**src/rtl/multicycle_controller_if.sv**
```systemverilog
`default_nettype none
// ============================================================================
//  Module      : multicycle_controller_if
//  Description : Control/status bundle between the multicycle MIPS controller
//                and its datapath.
//                master  - controller side (reads Op/Funct/Zero, drives
//                          control strobes, mux selects and debug State)
//                slave   - datapath side (the mirror image)
//  Revision    : 1.0 - initial release
// ============================================================================
interface multicycle_controller_if;
    // Instruction fields and ALU status from the datapath
    logic [5:0] Op;
    logic [5:0] Funct;
    logic       Zero;

    // Control outputs
    logic       IorD;
    logic       MemWrite;
    logic       IRWrite;
    logic       RegDst;
    logic       MemtoReg;
    logic       RegWrite;
    logic       ALUSrcA;
    logic [1:0] ALUSrcB;
    logic [2:0] ALUControl;
    logic [1:0] PCSrc;
    logic       PCEn;
    logic [3:0] State;

    modport master (
        input  Op, Funct, Zero,
        output IorD, MemWrite, IRWrite, RegDst, MemtoReg, RegWrite,
               ALUSrcA, ALUSrcB, ALUControl, PCSrc, PCEn, State
    );

    modport slave (
        output Op, Funct, Zero,
        input  IorD, MemWrite, IRWrite, RegDst, MemtoReg, RegWrite,
               ALUSrcA, ALUSrcB, ALUControl, PCSrc, PCEn, State
    );
endinterface
`default_nettype wire

```
**src/rtl/multicycle_controller.sv**
```systemverilog
`default_nettype none
// ============================================================================
//  Module      : multicycle_controller
//  Description : Moore FSM controller for a multicycle MIPS subset
//                (lw, sw, R-type, beq, addi, j) with ALU decoder.
//  Ports       : clk   - clock, all state changes on rising edge
//                reset - asynchronous active-high reset
//                bus   - multicycle_controller_if.master
//                        in : Op, Funct, Zero
//                        out: IorD, MemWrite, IRWrite, RegDst, MemtoReg,
//                             RegWrite, ALUSrcA, ALUSrcB, ALUControl,
//                             PCSrc, PCEn, State
//  Revision    : 1.0 - initial release
// ============================================================================
module multicycle_controller (
    input  logic                           clk,
    input  logic                           reset,
    multicycle_controller_if.master        bus
);

    localparam logic [5:0] OP_RTYPE = 6'b000000;
    localparam logic [5:0] OP_LW    = 6'b100011;
    localparam logic [5:0] OP_SW    = 6'b101011;
    localparam logic [5:0] OP_BEQ   = 6'b000100;
    localparam logic [5:0] OP_ADDI  = 6'b001000;
    localparam logic [5:0] OP_J     = 6'b000010;

    typedef enum logic [3:0] {
        FETCH  = 4'd0,
        DECODE = 4'd1,
        MEMADR = 4'd2,
        MEMRD  = 4'd3,
        MEMWB  = 4'd4,
        MEMWR  = 4'd5,
        EXEC   = 4'd6,
        ALUWB  = 4'd7,
        BRANCH = 4'd8,
        ADDIEX = 4'd9,
        ADDIWB = 4'd10,
        JUMP   = 4'd11
    } state_t;

    state_t state_q, state_d;

    // Raw Moore-decoded controls (before reset gating)
    logic       iord, mem_write, ir_write, reg_dst, memto_reg, reg_write;
    logic       alu_src_a, pc_write, branch;
    logic [1:0] alu_src_b, alu_op, pc_src;
    logic [2:0] alu_control;

    // ------------------------------------------------------------------------
    // State register
    // ------------------------------------------------------------------------
    always_ff @(posedge clk or posedge reset) begin
        if (reset) begin
            state_q <= FETCH;
        end else begin
            state_q <= state_d;
        end
    end

    // ------------------------------------------------------------------------
    // Next-state logic. Codes 12-15 fall into the default arm and recover
    // to FETCH on the next edge.
    // ------------------------------------------------------------------------
    always_comb begin
        state_d = FETCH;
        case (state_q)
            FETCH:  state_d = DECODE;
            DECODE: begin
                case (bus.Op)
                    OP_LW, OP_SW: state_d = MEMADR;
                    OP_RTYPE:     state_d = EXEC;
                    OP_BEQ:       state_d = BRANCH;
                    OP_ADDI:      state_d = ADDIEX;
                    OP_J:         state_d = JUMP;
                    default:      state_d = FETCH;
                endcase
            end
            // Op is held stable by the IR, so it still selects lw vs sw here
            MEMADR: state_d = (bus.Op == OP_SW) ? MEMWR : MEMRD;
            MEMRD:  state_d = MEMWB;
            EXEC:   state_d = ALUWB;
            ADDIEX: state_d = ADDIWB;
            default: state_d = FETCH;
        endcase
    end

    // ------------------------------------------------------------------------
    // Moore output decode
    // ------------------------------------------------------------------------
    always_comb begin
        iord      = 1'b0;
        mem_write = 1'b0;
        ir_write  = 1'b0;
        reg_dst   = 1'b0;
        memto_reg = 1'b0;
        reg_write = 1'b0;
        alu_src_a = 1'b0;
        alu_src_b = 2'b00;
        alu_op    = 2'b00;
        pc_src    = 2'b00;
        pc_write  = 1'b0;
        branch    = 1'b0;
        case (state_q)
            FETCH: begin
                alu_src_b = 2'b01;
                ir_write  = 1'b1;
                pc_write  = 1'b1;
            end
            DECODE: alu_src_b = 2'b11;
            MEMADR: begin
                alu_src_a = 1'b1;
                alu_src_b = 2'b10;
            end
            MEMRD:  iord = 1'b1;
            MEMWB: begin
                memto_reg = 1'b1;
                reg_write = 1'b1;
            end
            MEMWR: begin
                iord      = 1'b1;
                mem_write = 1'b1;
            end
            EXEC: begin
                alu_src_a = 1'b1;
                alu_op    = 2'b10;
            end
            ALUWB: begin
                reg_dst   = 1'b1;
                reg_write = 1'b1;
            end
            BRANCH: begin
                alu_src_a = 1'b1;
                alu_op    = 2'b01;
                pc_src    = 2'b01;
                branch    = 1'b1;
            end
            ADDIEX: begin
                alu_src_a = 1'b1;
                alu_src_b = 2'b10;
            end
            ADDIWB: reg_write = 1'b1;
            JUMP: begin
                pc_src   = 2'b10;
                pc_write = 1'b1;
            end
            default: ;
        endcase
    end

    // ------------------------------------------------------------------------
    // ALU decoder
    // ------------------------------------------------------------------------
    always_comb begin
        alu_control = 3'b010;
        case (alu_op)
            2'b01: alu_control = 3'b110;
            2'b10: begin
                case (bus.Funct)
                    6'b100010: alu_control = 3'b110;
                    6'b100100: alu_control = 3'b000;
                    6'b100101: alu_control = 3'b001;
                    6'b101010: alu_control = 3'b111;
                    default:   alu_control = 3'b010;
                endcase
            end
            default: alu_control = 3'b010;
        endcase
    end

    // ------------------------------------------------------------------------
    // Outputs. While reset is high the state is already FETCH, so the mux
    // selects show FETCH values; the write strobes are masked directly by
    // reset so nothing is written during the asynchronous reset window.
    // ------------------------------------------------------------------------
    assign bus.IorD       = iord;
    assign bus.MemWrite   = mem_write & ~reset;
    assign bus.IRWrite    = ir_write  & ~reset;
    assign bus.RegDst     = reg_dst;
    assign bus.MemtoReg   = memto_reg;
    assign bus.RegWrite   = reg_write & ~reset;
    assign bus.ALUSrcA    = alu_src_a;
    assign bus.ALUSrcB    = alu_src_b;
    assign bus.ALUControl = alu_control;
    assign bus.PCSrc      = pc_src;
    assign bus.PCEn       = (pc_write | (branch & bus.Zero)) & ~reset;
    assign bus.State      = state_q;

endmodule
`default_nettype wire
```
**src/flat_wrapper.sv**
```systemverilog
// flat-port wrapper written by rule: the top's interface ports become plain ports
module multicycle_controller_flat 
  (clk, reset, bus_Op, bus_Funct, bus_Zero, bus_IorD, bus_MemWrite, bus_IRWrite, bus_RegDst, bus_MemtoReg, bus_RegWrite, bus_ALUSrcA, bus_ALUSrcB, bus_ALUControl, bus_PCSrc, bus_PCEn, bus_State);
  multicycle_controller_if bus_i ();
  input  logic clk;
  input  logic reset;
  input wire logic [$bits(bus_i.Op)-1:0] bus_Op;
  input wire logic [$bits(bus_i.Funct)-1:0] bus_Funct;
  input wire logic [$bits(bus_i.Zero)-1:0] bus_Zero;
  output wire logic [$bits(bus_i.IorD)-1:0] bus_IorD;
  output wire logic [$bits(bus_i.MemWrite)-1:0] bus_MemWrite;
  output wire logic [$bits(bus_i.IRWrite)-1:0] bus_IRWrite;
  output wire logic [$bits(bus_i.RegDst)-1:0] bus_RegDst;
  output wire logic [$bits(bus_i.MemtoReg)-1:0] bus_MemtoReg;
  output wire logic [$bits(bus_i.RegWrite)-1:0] bus_RegWrite;
  output wire logic [$bits(bus_i.ALUSrcA)-1:0] bus_ALUSrcA;
  output wire logic [$bits(bus_i.ALUSrcB)-1:0] bus_ALUSrcB;
  output wire logic [$bits(bus_i.ALUControl)-1:0] bus_ALUControl;
  output wire logic [$bits(bus_i.PCSrc)-1:0] bus_PCSrc;
  output wire logic [$bits(bus_i.PCEn)-1:0] bus_PCEn;
  output wire logic [$bits(bus_i.State)-1:0] bus_State;
  assign bus_i.Op = bus_Op;
  assign bus_i.Funct = bus_Funct;
  assign bus_i.Zero = bus_Zero;
  assign bus_IorD = bus_i.IorD;
  assign bus_MemWrite = bus_i.MemWrite;
  assign bus_IRWrite = bus_i.IRWrite;
  assign bus_RegDst = bus_i.RegDst;
  assign bus_MemtoReg = bus_i.MemtoReg;
  assign bus_RegWrite = bus_i.RegWrite;
  assign bus_ALUSrcA = bus_i.ALUSrcA;
  assign bus_ALUSrcB = bus_i.ALUSrcB;
  assign bus_ALUControl = bus_i.ALUControl;
  assign bus_PCSrc = bus_i.PCSrc;
  assign bus_PCEn = bus_i.PCEn;
  assign bus_State = bus_i.State;
  multicycle_controller u_core (.clk(clk), .reset(reset), .bus(bus_i));
endmodule
```
**config.mk**
```make
export PLATFORM = sky130hd
export DESIGN_NAME = multicycle_controller_flat
export DESIGN_NICKNAME = d
export VERILOG_FILES = /design/src/rtl/multicycle_controller_if.sv /design/src/rtl/multicycle_controller.sv /design/src/flat_wrapper.sv
export SDC_FILE = /design/constraint.sdc
export NUM_CORES = 1
export LEC_CHECK = 0
export ABC_AREA = 0
export BUFFER_PORTS_ARGS = -buffer_cell sky130_fd_sc_hd__buf_2
export CAP_MARGIN = 10
export CORE_AREA = 2 2 39 41
export DETAILED_ROUTE_END_ITERATION = 8
export DIE_AREA = 0 0 41 43
export PLACE_DENSITY = 0.83
export SLEW_MARGIN = 5
export SYNTH_ARGS = -nofsm -noshare
export SYNTH_HDL_FRONTEND = slang
export SYNTH_SLANG_ARGS = --single-unit
```
**constraint.sdc**
```tcl
create_clock -name clk -period 5.3 [get_ports clk]
set_input_delay 1.06 -clock clk [delete_from_list [all_inputs] [get_ports clk]]
set_output_delay 1.06 -clock clk [all_outputs]
set_load 0.01 [all_outputs]
```
==> results.py <==
metrics = {
    "yosys": {
        "synthTopCellsByCount": "sky130_fd_sc_hd__inv_1 (7), sky130_fd_sc_hd__nand2b_1 (6), sky130_fd_sc_hd__nand2_1 (5), sky130_fd_sc_hd__nor2_1 (5)",
        "synth_compound_gate_area_share_pct": 18.9,
        "ys_seq_elements": 4,
        "synth-async-reset-ratio_pct": 100,
        "yosys.area.top_type": "sky130_fd_sc_hd__dfrtp_1",
        "ys_types": 33,
        "ys_top_cells_by_area": "sky130_fd_sc_hd__dfrtp_1 (18%), sky130_fd_sc_hd__ha_1 (6.7%), sky130_fd_sc_hd__nand2b_1 (6.7%), sky130_fd_sc_hd__inv_1 (4.7%), sky130_fd_sc_hd__nor4b_1 (4.7%)",
        "post_synth.cell_area_avg_um2": 7.31,
        "dominantRegCellSynth": "sky130_fd_sc_hd__dfrtp_1",
        "combinational_family_with_the_most_area_after_synthesis": "simple AND/OR/NAND/NOR gates",
        "synthesis.area_um2": 563,
        "synth_most_common_cell": "sky130_fd_sc_hd__inv_1",
        "post_synth_fa_ha_maj_area_fraction_pct": 6.67,
        "synth_top_area_share_pct": 17.8,
        "synth_nets": 95,
        "number_of_standard_cells_after_synthesis": 77,
        "yosysWarnings": 0,
        "synthSimpleGateAreaFrac_pct": 42.4,
        "synth_enable_flop_cells": 0,
        "post_synth_mux_area_share_pct": 0,
        "yosys.area_share.xor_xnor_pct": 6.22,
        "yosysSeqAreaShare_pct": 17.8,
    },
    "sta": {
        "max_freq_mhz": 303,
        "timing.final.crit_share_pct": 62.2,
        "final-setup-viol-count": 0,
        "finalHoldWorstSlack_ps": 717,
        "timing.clock.skew_ps": 0.535,
        "timing_max_transition_violations_final": 0,
        "tns_ps": 0,
        "maxSlewHeadroom_pct": 64.1,
        "final_hold_violations": 0,
        "unrepaired_setup_endpoints_after_global_routing": "false",
        "max_slew.worst_pin.slew_ps": 539,
        "post-route-worst-setup-slack_ps": 2000,
        "final.min_clock_period_ps": 3300,
    },
    "detailed_routing": {
        "detailroute.via_count": 673,
        "pre_antenna_drt_iters": 4,
        "vias_per_cell": 5.43,
        "drt_wl_total_um": 1400,
        "detailedRoute.firstIterationViolations": 11,
        "antenna_violating_nets_post_route": 0,
        "routed_wire_length_per_instance_um": 11.3,
        "remaining_design_rule_violation_count": 0,
    },
    "finish": {
        "fin_nets": 128,
        "antenna_cells_inserted": 0,
        "filler_cell_count_in_the_final_layout": 139,
        "areaGrowthSynthToFinish_pct": 33.6,
        "flip_flop_count_of_the_largest_register_all_copies_and_words_added": 4,
        "final_layout_size_suffix_gt1_share_pct": 35.2,
    },
    "setup_path": {
        "critPathRequiredTime_ps": 4240,
        "worst_r2r_startpoint": "u_core.bus.State[2]$_DFF_PP0_",
        "critical_path_class": "reg -> out",
        "cp-start-kind": "flip-flop",
        "cpMostUsedCell": "sky130_fd_sc_hd__inv_1",
        "worst_setup_path_end_kind": "output port",
        "worst_path_largest_cell_delay_ps": 670,
        "worst_r2r_endpoint": "u_core.bus.State[2]$_DFF_PP0_",
        "ff2ff_path_depth": 2,
        "cp_slowest_cell": "sky130_fd_sc_hd__dfrtp_1",
        "critical_path_cell_by_cell": "nor2b_1 -> nand2b_1 -> inv_1 -> ha_1 -> inv_1 -> nor4_1 -> a32o_1 -> buf_2",
        "timing.critical_path.arrival_ps": 2240,
        "critPathMaxFanout": 17,
        "reg2reg_slack_ps": 3820,
        "setup.worst_path.start": "u_core.bus.State[2]$_DFF_PP0_",
    },
    "clocking": {
        "latest_clock_arrival_within_the_worst_skew_pair_ps": 230,
        "post_cts.repair.setup_buffers": 0,
        "ctsRootBufferMaster": "sky130_fd_sc_hd__clkbuf_4",
        "cts-hold-fix-buffers": 0,
        "clock-sinks": 4,
        "cts_inserted_buffers": 3,
        "clock_slew_at_the_register_clock_pins_of_the_worst_setup_and_hold_paths_ps": 40,
        "cts_tree": "done",
        "cts_max_level": 1,
        "cts_buffer_depth": 2,
        "cts_resized": 0,
    },
    "pwr": {
        "total_switching_power_mw": 0.121,
        "power.share.clock_pct": 14.2,
        "cellPowerDensity_nw_per_um2": 340,
        "p_leak_nw": 0.393,
        "internal_power_mw": 0.135,
        "seq_power_share_pct": 30.0,
        "power.ir.vdd_worst_mv": 0.160,
        "power.share.switching_pct": 47.2,
        "power.share.combinational_pct": 55.8,
    },
    "grt": {
        "globalRouteOverflowTotal": 0,
        "global_route_wire_length_before_repair_um": 2230,
        "track_usage_pct": 17.6,
        "antenna_found_initial": 0,
        "number_of_global_route_vias_before_repair": 539,
        "grt_start_max_net_pins": 18,
    },
    "floorplanning": {
        "rows": 14,
        "design.die.area_um2": 1760,
        "pin_count": 34,
        "fp.dieW_um": 41,
        "floorplan.core_area_um2": 1380,
        "floorplan.initialDensity_pct": 40.7,
        "die_height_um": 43,
    },
    "run_status": {
        "run_status": "finished, final reports clean",
    },
    "hold_path": {
        "worst_hold_path_type": "reg -> reg",
        "worst_hold_path.endpoint": "u_core.bus.State[0]$_DFF_PP0_",
        "worstHoldPathCells": 1,
        "timing.hold.worst.start": "u_core.bus.State[3]$_DFF_PP0_",
    },
    "placement": {
        "post-dp-hpwl_um": 1060,
        "finalWeightedCongestion": 0.720,
        "preCtsSetupSlack_ps": 2270,
        "io_buffers": 33,
    },
    "flow_run": {
        "drv_cap": 0,
    },
}
per-layer routing:
| layer | routed length [um] | vias to the layer above | GRT usage [%] |
|---|---|---|---|
| li1 | - | 345 | - |
| met1 | 650 | 306 | 25.2 |
| met2 | 666 | 20 | 25.6 |
| met3 | 77 | 2 | 3.14 |
| met4 | 9 | 0 | 6.00 |
| met5 | 0 | - | 0 |
placed cells by master, fill, tap and decap left out:
cell / Yosys / routed
sky130_fd_sc_hd__buf_2: 0 / 33
sky130_fd_sc_hd__inv_1: 7 / 7
sky130_fd_sc_hd__nand2b_1: 6 / 6
sky130_fd_sc_hd__nor2_1: 5 / 5
sky130_fd_sc_hd__nand2_1: 5 / 5
sky130_fd_sc_hd__nor3_1: 4 / 4
sky130_fd_sc_hd__o21ai_0: 4 / 4
sky130_fd_sc_hd__dfrtp_1: 4 / 4
sky130_fd_sc_hd__nor4b_1: 3 / 3
sky130_fd_sc_hd__xor2_1: 3 / 3
sky130_fd_sc_hd__ha_1: 3 / 3
sky130_fd_sc_hd__clkbuf_4: 0 / 3
sky130_fd_sc_hd__nor2b_1: 2 / 2
sky130_fd_sc_hd__or4_1: 2 / 2
sky130_fd_sc_hd__or3_1: 2 / 2
sky130_fd_sc_hd__nor3b_1: 2 / 2
sky130_fd_sc_hd__o311ai_0: 2 / 2
sky130_fd_sc_hd__nand3_1: 2 / 2
sky130_fd_sc_hd__o21a_1: 2 / 2
sky130_fd_sc_hd__xnor2_1: 1 / 1
sky130_fd_sc_hd__a221oi_2: 1 / 1
sky130_fd_sc_hd__nor4_1: 1 / 1
sky130_fd_sc_hd__a32o_1: 1 / 1
sky130_fd_sc_hd__and3_2: 1 / 1
sky130_fd_sc_hd__and4b_1: 1 / 1
sky130_fd_sc_hd__o211ai_1: 1 / 1
sky130_fd_sc_hd__o2111ai_1: 1 / 1
sky130_fd_sc_hd__nand4_1: 1 / 1
sky130_fd_sc_hd__a211oi_1: 1 / 1
sky130_fd_sc_hd__and3b_1: 1 / 1
sky130_fd_sc_hd__a21oi_1: 1 / 1
sky130_fd_sc_hd__and3_1: 1 / 1
sky130_fd_sc_hd__nand3b_1: 1 / 1
cells by family after synthesis:
| logic type | count (synthesis) |
|---|---|
| DFF | 4 |
| AOI/OAI and AO/OA | 14 |
| and+or+nand+nor | 40 |
| xor gates and xnor gates | 4 |
| buffers and inverters | 12 |
| adders and majority gates | 3 |
critical path, delay by kind of cell, from the launching register on:
| family | cells | cell delay, ps |
|---|---|---|
| flops | 1 | 670 |
| buf+inv | 3 | 250 |
| compound gates | 1 | 170 |
| simple gates | 3 | 750 |
| fa+ha+maj | 1 | 160 |
worst max path at each step:
| stage | end | cells after the start |
|---|---|---|
| 6_report | bus_ALUControl[0] | 8 |
| 3_3_place_gp | bus_ALUControl[0] | 8 |
| 4_1_cts | bus_ALUControl[0] | 8 |
| 5_1_grt | bus_ALUControl[0] | 8 |
| 3_5_place_dp | bus_ALUControl[0] | 5 |
| 2_1_floorplan | bus_ALUControl[0] | 3 |
power by group through the flow:
| stage | Sequential, mW | Combinational [mW] | Clock [mW] |
|---|---|---|---|
| floorplan | 0.0548 | 0.111 | 0 |
| global placement | 0.0767 | 0.140 | 0 |
| detailed placement | 0.0770 | 0.143 | 0 |
| CTS | 0.0766 | 0.144 | 0.0374 |
| global route | 0.0808 | 0.161 | 0.0405 |
| finish | 0.0769 | 0.143 | 0.0363 |
cell type report:
type	count	area, um2	area share [%]
timing repair buffer	33	165	22.0
multi-input combinational	61	418	55.6
sequential	4	100	13.3
clock buffer	3	22.5	3.00
tap	16	20.0	2.66
inverter	7	26.3	3.49
metrics by stage:
stage | area, um2 | utilization [%] | std cells | power (mW)
2_1_floorplan | 563 | - | 77 | 0.166
3_3_place_gp | 729 | 52.7 | 121 | 0.217
3_5_place_dp | 729 | 52.7 | 121 | 0.220
4_1_cts | 752 | 54.3 | 124 | 0.258
5_1_grt | 752 | 54.3 | 124 | 0.282
6_report | 752 | 54.3 | 124 | 0.256
No activity file was read; power rests on OpenSTA's default activity.
